===== config.mk =====
export PLATFORM = sky130hd
export DESIGN_NAME = sram_arbiter
export DESIGN_NICKNAME = d
export VERILOG_FILES = /design/src/rtl/sram_arb_pkg.sv /design/src/rtl/sram_arb_rr2.sv /design/src/rtl/sram_arbiter.sv
export SDC_FILE = /design/constraint.sdc
export NUM_CORES = 1
export LEC_CHECK = 0
export CORE_AREA = 2 2 105 107
export CTS_CLUSTER_DIAMETER = 60
export DETAILED_ROUTE_END_ITERATION = 10
export DIE_AREA = 0 0 107 109
export PLACE_DENSITY = 0.85
export RECOVER_POWER = 25
export SLEW_MARGIN = 20
export SYNTH_ARGS = -nofsm -noshare
export SYNTH_HDL_FRONTEND = slang
export SYNTH_SLANG_ARGS = --single-unit

===== constraint.sdc =====
create_clock -name i_clock -period 5.4 [get_ports i_clock]
set_clock_uncertainty 0.1 [all_clocks]
set_input_delay 1.35 -clock i_clock [delete_from_list [all_inputs] [get_ports i_clock]]
set_output_delay 1.35 -clock i_clock [all_outputs]
set_load 0.005 [all_outputs]

===== src/rtl/sram_arb_pkg.sv =====
// Shared types and constants for the SRAM arbiter: FSM states, port ids, timeout read data.
package sram_arb_pkg;

    typedef enum logic [2:0] {
        ST_IDLE   = 3'd0,
        ST_LOW    = 3'd1,
        ST_GAP_LO = 3'd2,
        ST_HIGH   = 3'd3,
        ST_DONE   = 3'd4
    } state_e;

    typedef enum logic {
        PORT_P0 = 1'b0,
        PORT_P1 = 1'b1
    } port_e;

    localparam logic [31:0] TIMEOUT_RDATA = 32'hDEADBEEF;

endpackage


===== src/rtl/sram_arb_rr2.sv =====
// Two-way round-robin grant; last_grant resets to P1 so P0 wins the first tie.
// Combinational grant, 0 cycles; last_grant only moves when the grant is taken.
module sram_arb_rr2
    import sram_arb_pkg::*;
(
    input  logic       clk,
    input  logic       rst_n,
    input  logic [1:0] req,
    input  logic       take,
    output logic       grant_vld,
    output port_e      grant_port
);

    port_e last_grant;

    always_comb begin
        grant_vld  = |req;
        grant_port = PORT_P0;
        if (req == 2'b11) begin
            grant_port = (last_grant == PORT_P0) ? PORT_P1 : PORT_P0;
        end else if (req[1]) begin
            grant_port = PORT_P1;
        end
    end

    always_ff @(posedge clk or negedge rst_n) begin
        if (!rst_n) begin
            last_grant <= PORT_P1;
        end else if (take && grant_vld) begin
            last_grant <= grant_port;
        end
    end

endmodule


===== src/rtl/sram_arbiter.sv =====
// Shares a 16-bit SRAM port between two 32-bit requesters; each access is low then high halfword.
// Latency 3 + T_lo + T_hi; waits on i_sram_ready (bounded by a watchdog under SRAM_ARBITER_TIMEOUT_EN).
module sram_arbiter
    import sram_arb_pkg::*;
#(
    parameter int ADDR_W         = 17,
    parameter int TIMEOUT_CYCLES = 255
) (
    input  logic              i_clock,
    input  logic              i_reset_n,
    input  logic              i_p0_request,
    input  logic              i_p0_rw,
    input  logic [ADDR_W-1:0] i_p0_address,
    input  logic [31:0]       i_p0_wdata,
    output logic [31:0]       o_p0_rdata,
    output logic              o_p0_ready,
    input  logic              i_p1_request,
    input  logic              i_p1_rw,
    input  logic [ADDR_W-1:0] i_p1_address,
    input  logic [31:0]       i_p1_wdata,
    output logic [31:0]       o_p1_rdata,
    output logic              o_p1_ready,
`ifdef SRAM_ARBITER_TIMEOUT_EN
    output logic              o_p0_error,
    output logic              o_p1_error,
`endif
    output logic              o_sram_enable,
    output logic              o_sram_rw,
    output logic [ADDR_W:0]   o_sram_address,
    output logic [15:0]       o_sram_wdata,
    input  logic [15:0]       i_sram_rdata,
    input  logic              i_sram_ready
);

    state_e            state_q, state_d;
    port_e             grant_port, port_q;
    logic              grant_vld, take;
    logic              rw_q;
    logic [ADDR_W-1:0] addr_q;
    logic [31:0]       wdata_q, rdata_q, rdata_out;
    logic              in_access, timeout;

    sram_arb_rr2 u_rr2 (
        .clk        (i_clock),
        .rst_n      (i_reset_n),
        .req        ({i_p1_request, i_p0_request}),
        .take       (take),
        .grant_vld  (grant_vld),
        .grant_port (grant_port)
    );

    assign in_access = (state_q == ST_LOW) || (state_q == ST_HIGH);

`ifdef SRAM_ARBITER_TIMEOUT_EN
    localparam int CNT_W = $clog2(TIMEOUT_CYCLES + 1);
    logic [CNT_W-1:0] cnt_q;
    logic             err_q;

    // Counter restarts in GAP_LO, so each half gets the full watchdog budget.
    always_ff @(posedge i_clock or negedge i_reset_n) begin
        if (!i_reset_n) begin
            cnt_q <= '0;
            err_q <= 1'b0;
        end else begin
            cnt_q <= in_access ? cnt_q + 1'b1 : '0;
            err_q <= timeout;
        end
    end

    assign timeout    = in_access && !i_sram_ready && (cnt_q == CNT_W'(TIMEOUT_CYCLES - 1));
    assign rdata_out  = err_q ? TIMEOUT_RDATA : rdata_q;
    assign o_p0_error = o_p0_ready && err_q;
    assign o_p1_error = o_p1_ready && err_q;
`else
    assign timeout   = 1'b0;
    assign rdata_out = rdata_q;
`endif

    always_ff @(posedge i_clock or negedge i_reset_n) begin
        if (!i_reset_n) begin
            state_q <= ST_IDLE;
        end else begin
            state_q <= state_d;
        end
    end

    always_comb begin
        state_d       = state_q;
        take          = 1'b0;
        o_sram_enable = 1'b0;
        case (state_q)
            ST_IDLE: begin
                if (grant_vld) begin
                    take    = 1'b1;
                    state_d = ST_LOW;
                end
            end
            ST_LOW: begin
                o_sram_enable = 1'b1;
                if (i_sram_ready) begin
                    state_d = ST_GAP_LO;
                end else if (timeout) begin
                    state_d = ST_DONE;
                end
            end
            // One enable-low cycle lets the downstream sequencer see a fresh request.
            ST_GAP_LO: state_d = ST_HIGH;
            ST_HIGH: begin
                o_sram_enable = 1'b1;
                if (i_sram_ready || timeout) begin
                    state_d = ST_DONE;
                end
            end
            ST_DONE: state_d = ST_IDLE;
            default: state_d = ST_IDLE;
        endcase
    end

    always_ff @(posedge i_clock or negedge i_reset_n) begin
        if (!i_reset_n) begin
            port_q  <= PORT_P0;
            rw_q    <= 1'b0;
            addr_q  <= '0;
            wdata_q <= '0;
            rdata_q <= '0;
        end else begin
            if (take) begin
                port_q <= grant_port;
                if (grant_port == PORT_P1) begin
                    rw_q    <= i_p1_rw;
                    addr_q  <= i_p1_address;
                    wdata_q <= i_p1_wdata;
                end else begin
                    rw_q    <= i_p0_rw;
                    addr_q  <= i_p0_address;
                    wdata_q <= i_p0_wdata;
                end
            end
            if (i_sram_ready && !rw_q) begin
                if (state_q == ST_LOW) begin
                    rdata_q[15:0] <= i_sram_rdata;
                end
                if (state_q == ST_HIGH) begin
                    rdata_q[31:16] <= i_sram_rdata;
                end
            end
        end
    end

    // Halfword select is the LSB; the word address never carries into it.
    assign o_sram_rw      = rw_q;
    assign o_sram_address = {addr_q, state_q == ST_HIGH};
    assign o_sram_wdata   = (state_q == ST_HIGH) ? wdata_q[31:16] : wdata_q[15:0];

    assign o_p0_ready = (state_q == ST_DONE) && (port_q == PORT_P0);
    assign o_p1_ready = (state_q == ST_DONE) && (port_q == PORT_P1);
    assign o_p0_rdata = o_p0_ready ? rdata_out : '0;
    assign o_p1_rdata = o_p1_ready ? rdata_out : '0;

endmodule

Word-level counts from Yosys, hierarchy flattened

Index checks and enable logic that the tools add are counted.

Bits in latches: 0
Logic and storage cells: 44
Bits in writable memories: 0
Memory bits (read-only): 0
Memories kept: 0
Output and inout port bits: 102
Bits of input ports: 121
Bits in registers: 87

Order comparisons: 0
Shifts and indexed selects: 0
Multiply operators: 0
Reduce and logical (&&, ||, !) cells: 11
Divide/modulo/power cells: 0
Eq/ne operators: 8
Muxes and demuxes: 16
Bitwise logic cells: 1
$add $sub $neg: 0

Operators with widths:

| cell               | count |
|---|---|
| $mux 32            | 3 |
| $mux 17            | 1 |
| $mux 16            | 1 |
| $pmux 3 s4         | 1 |
| $mux 3             | 3 |
| $mux 1             | 7 |
| $eq 3x2->1 const B | 2 |
| $logic_and 1x1->1  | 4 |
| $ne 2x1->1 const B | 2 |
| $reduce_and 2->1   | 2 |
| $reduce_or 2->1    | 2 |
| $eq 3x1->1 const B | 1 |
| $eq 3x3->1 const B | 1 |
| $logic_not 3->1    | 1 |
| $reduce_and 3->1   | 1 |
| $eq 2x2->1 const B | 1 |
| $ne 2x2->1 const B | 1 |
| $logic_not 1->1    | 1 |
| $not 1->1          | 1 |

Logic depth before layout (Yosys ltp)

Word-level depth: 4
Gate-level depth with buffers: 6
Gate-level depth less buffers: 3

Modules after synthesis

Synthesis repeated with hierarchy kept, for this count alone.

Cells, all modules: 397
Area, all modules: 4,346.7 sq um

By module, submodules not included:

| module       | cells each | area an instance (sq um) | sequential area each (sq um) | times used |
|---|---|---|---|---|
| sram_arbiter | 392        | 4,295.4                  | 2,152.1                      | 1 |
| sram_arb_rr2 | 5          | 51.3                     | 26.3                         | 1 |

Worst setup path after synthesis

No wires, ideal clock.

Path type: input-to-reg
Start point: input port i_p1_request
End point: register wdata_q[13]
Path buffers: 1
Data arrival time: 2.561 ns
Library setup time: 0.128 ns
Data required time: 5.172 ns
Path slack: 2.612 ns
Stages: 4
Cell sequence: a21boi_2 clkbuf_1 mux2_2 mux2_1

Longest elaborated chain between the ends: 3
Elaborated cells on any way between the ends: 7
Those cells by class: eq/ne (1); mux (5); reduce/logical (1)

Ends and longest elaborated chain:

| element                                  | line                                    | text |
|---|---|---|
| from (decl)                              | sram_arbiter.sv:17                      | `input logic i_p1_request,` |
| $eq 2x2->1, or another cell as far along | sram_arb_rr2.sv:19                      | `if (req == 2'b11) begin` |
| $mux 1, on equally long branches         | sram_arb_rr2.sv:19, sram_arbiter.sv:93  |  |
| $mux 32 / $mux 1 (equally long branches) | sram_arbiter.sv:129, sram_arbiter.sv:91 |  |
| to (signal assigned)                     | sram_arbiter.sv:132                     | `wdata_q <= i_p1_wdata;` |
| to (signal assigned)                     | sram_arbiter.sv:136                     | `wdata_q <= i_p0_wdata;` |
| to (decl)                                | sram_arbiter.sv:40                      | `logic [31:0] wdata_q, rdata_q, rdata_out;` |

Several ways; a longest one is shown, not always the timed one.
A chain may end at the register's enable or synchronous reset.

Final worst setup path

Start point: register state_q[1]
End point: output port o_sram_wdata[0]

Longest elaborated chain between the ends: 2

Ends and longest elaborated chain:

| element                | line                | text |
|---|---|---|
| from (decl)            | sram_arbiter.sv:35  | `state_e state_q, state_d;` |
| from (signal assigned) | sram_arbiter.sv:83  | `state_q <= state_d;` |
| $eq 3x2->1             | sram_arbiter.sv:153 | `assign o_sram_wdata = (state_q == ST_HIGH) ? wdata_q[31:16] : wdata_q[15:0];` |
| $mux 16                | sram_arbiter.sv:153 |  |
| to (decl)              | sram_arbiter.sv:30  | `output logic [15:0] o_sram_wdata,` |

Every way passes these cells.

==> qor.yml <==
outcome:
  status: "finished, violations left"
  failed_checks: "capacitance limit, slew limit"
timing:
  fin_crit_ps: 4150
  worst_slack_ps: 1250
  drv_slew: 88
  slew_headroom_pct: -41.9
  setup_viol: 0
  finalHoldViolCount: 0
  timing.hold.ws_ps: 401
  fmax_ghz: 0.241
  worstMarginPinSlew_ps: 2130
  finalSetupTns_ps: 0
  rsz0062_at_grt: "false"
  fin_crit_sh_pct: 76.8
final_layout:
  layout_commonest_cell: "clkdlybuf4s50_1"
  diodes: 0
  final_cell_mix: "221 x clkdlybuf4s50_1, 146 x mux2_2, 86 x dfrtp_1"
  final_core_util_pct: 67.1
  syn_to_final_growth_pct: 55.9
  drive_gt1_share_pct: 31.3
  nNetsFinal: 678
yosys:
  yosys_warnings: 0
  yosysSeqAreaShare_pct: 47.8
  netlist_instances: 340
  synth_edf_count: 0
  postSynthAreaPerCell_um2: 13.4
  ys_types: 22
  synth_area_mm2: 0.00456
  ys_ff_latch: 87
  synthesis.nets: 461
  synthFlopType: "dfrtp_1"
  async_reset_ff_share_pct: 100
routing:
  dr_total_vias: 3419
  wire_per_inst_um: 15.7
  antenna_left: 0
  drt_first_iter_violations: 96
  vias_per_cell: 4.87
  drt_wl_total_um: 11000
  drc: 0
  dr.pass1.iters: 4
hold_path:
  hp-class: "reg -> reg"
setup_path:
  worstPathCellList: "nand3b_1, mux2_2, clkdlybuf4s50_1"
  critPathSlowestCell: "nand3b_1"
  crit_family: "simple AND/OR/NAND/NOR gates"
  start_kind: "flop"
  cp_max_fo: 19
  path_buf_inv: 1
  arrival_ps: 2700
  max_stage_delay_ps: 760
  worstPathRequired_ps: 3950
  timing_worst_setup_path_type: "reg -> out"
  endpoint_kind: "primary output"
place:
  place.gp.congestion: 0.781
  hpwlAfterDp_um: 8480
  numPortBuffers: 222
  place_ws_ps: 1320
flow_run:
  cap_viol_max_count: 1
cts:
  htreeDepth: 3
  cts_resized: 0
  cts_setup_buffers: 0
  cts_buffers: 9
  clkSlewWorstSetupHoldPaths_ps: 90
  clk_latency_ps: 340
  ctsLongestPathBuffers: 2
  clock-sinks: 87
  cts_tree: "built"
  cts_hold_buffers: 0
  cts_root_buf: "clkbuf_8"
floorplan:
  die_y_um: 109
  num_rows: 38
  initial_core_util_pct: 43.0
  die-area_mm2: 0.0117
  pin_count: 223
  fp.coreArea_mm2: 0.0106
  die_w_um: 107
power:
  power_density_mw_per_mm2: 423
  ir_worst_vdd_mv: 0.237
  power_uw: 3010
  p_leak_uw: 0.00285
global_routing:
  grt_pass1_vias: 3569
  grt_pass1_wl_um: 17700
  antenna_found_initial: 0
  grt_start_max_net_pins: 88
  gr-total-overflow: 0
  track_usage_pct: 19.3
flip-flops by register name, summed over array words and instances (netlist names):
name              count
o_sram_rw             1
rdata_out            32
wdata_q              32
u_rr2.last_grant      1
state_q               3
port_q                1
addr_q               17
area by class of cell:
| type | count | area [µm²] |
|---|---|---|
| Multi-Input combinational cell | 229 | 2260 |
| Clock inverter | 6 | 67.6 |
| Clock buffer | 10 | 138 |
| Tap cell | 140 | 175 |
| Sequential cell | 87 | 2180 |
| Inverter | 2 | 7.51 |
| Fill cell | 822 | 3490 |
| Timing Repair Buffer | 228 | 2290 |
cell usage after synthesis (2+ instances only):
cell / count / area (µm²)
buf_2: 6 / 30.0
buf_6: 3 / 33.8
buf_4: 6 / 45.0
nor2_1: 4 / 15.0
clkbuf_1: 7 / 26.3
dfrtp_1: 86 / 2150
and2_1: 64 / 400
inv_1: 2 / 7.51
mux2_2: 146 / 1640
mux2_1: 4 / 45.0
logic make-up after synthesis:
group	share of synthesized area (%)
AOI/OAI and AO/OA	0.439
xor gates and xnor gates	0.192
buffers and inverters	3.13
DFF	47.8
muxes	37.0
and+or+nand+nor	11.5
layer usage:
| metal | GRT usage (%) | share of wire, % |
|---|---|---|
| met5 | 0 | 0 |
| met1 | 22.5 | 39 |
| met4 | 5.84 | 1.9 |
| met2 | 35.5 | 53 |
| met3 | 4.00 | 6.5 |
through the flow:
step	cell area [µm²]	std cells
finish	7110	702
global placement	6870	684
global route	7110	702
CTS	7070	700
detailed placement	6870	684
floorplan	4560	340
where the power goes:
part           leakage [µW]  switching [µW]  internal, µW  total (µW)
Combinational       0.00172             422           906        1330
Clock             0.0000993             239           229         468
Sequential          0.00103             225           989        1210
worst paths after layout:
path / from / to / slack [ps] / cells past startpoint
worst min register to register: wdata_q[17] / wdata_q[17] / 400 / 1
worst max-delay path: state_q[1] / o_sram_wdata[0] / 1250 / 3
worst min-delay path: wdata_q[17] / wdata_q[17] / 400 / 1
min in group asynchronous: i_reset_n / wdata_q[29] / 1480 / 1
max in group asynchronous: i_reset_n / wdata_q[18] / 2420 / 1
worst max register to register: state_q[1] / rdata_out[17] / 2530 / 3
No activity file was read; power rests on OpenSTA's default activity.
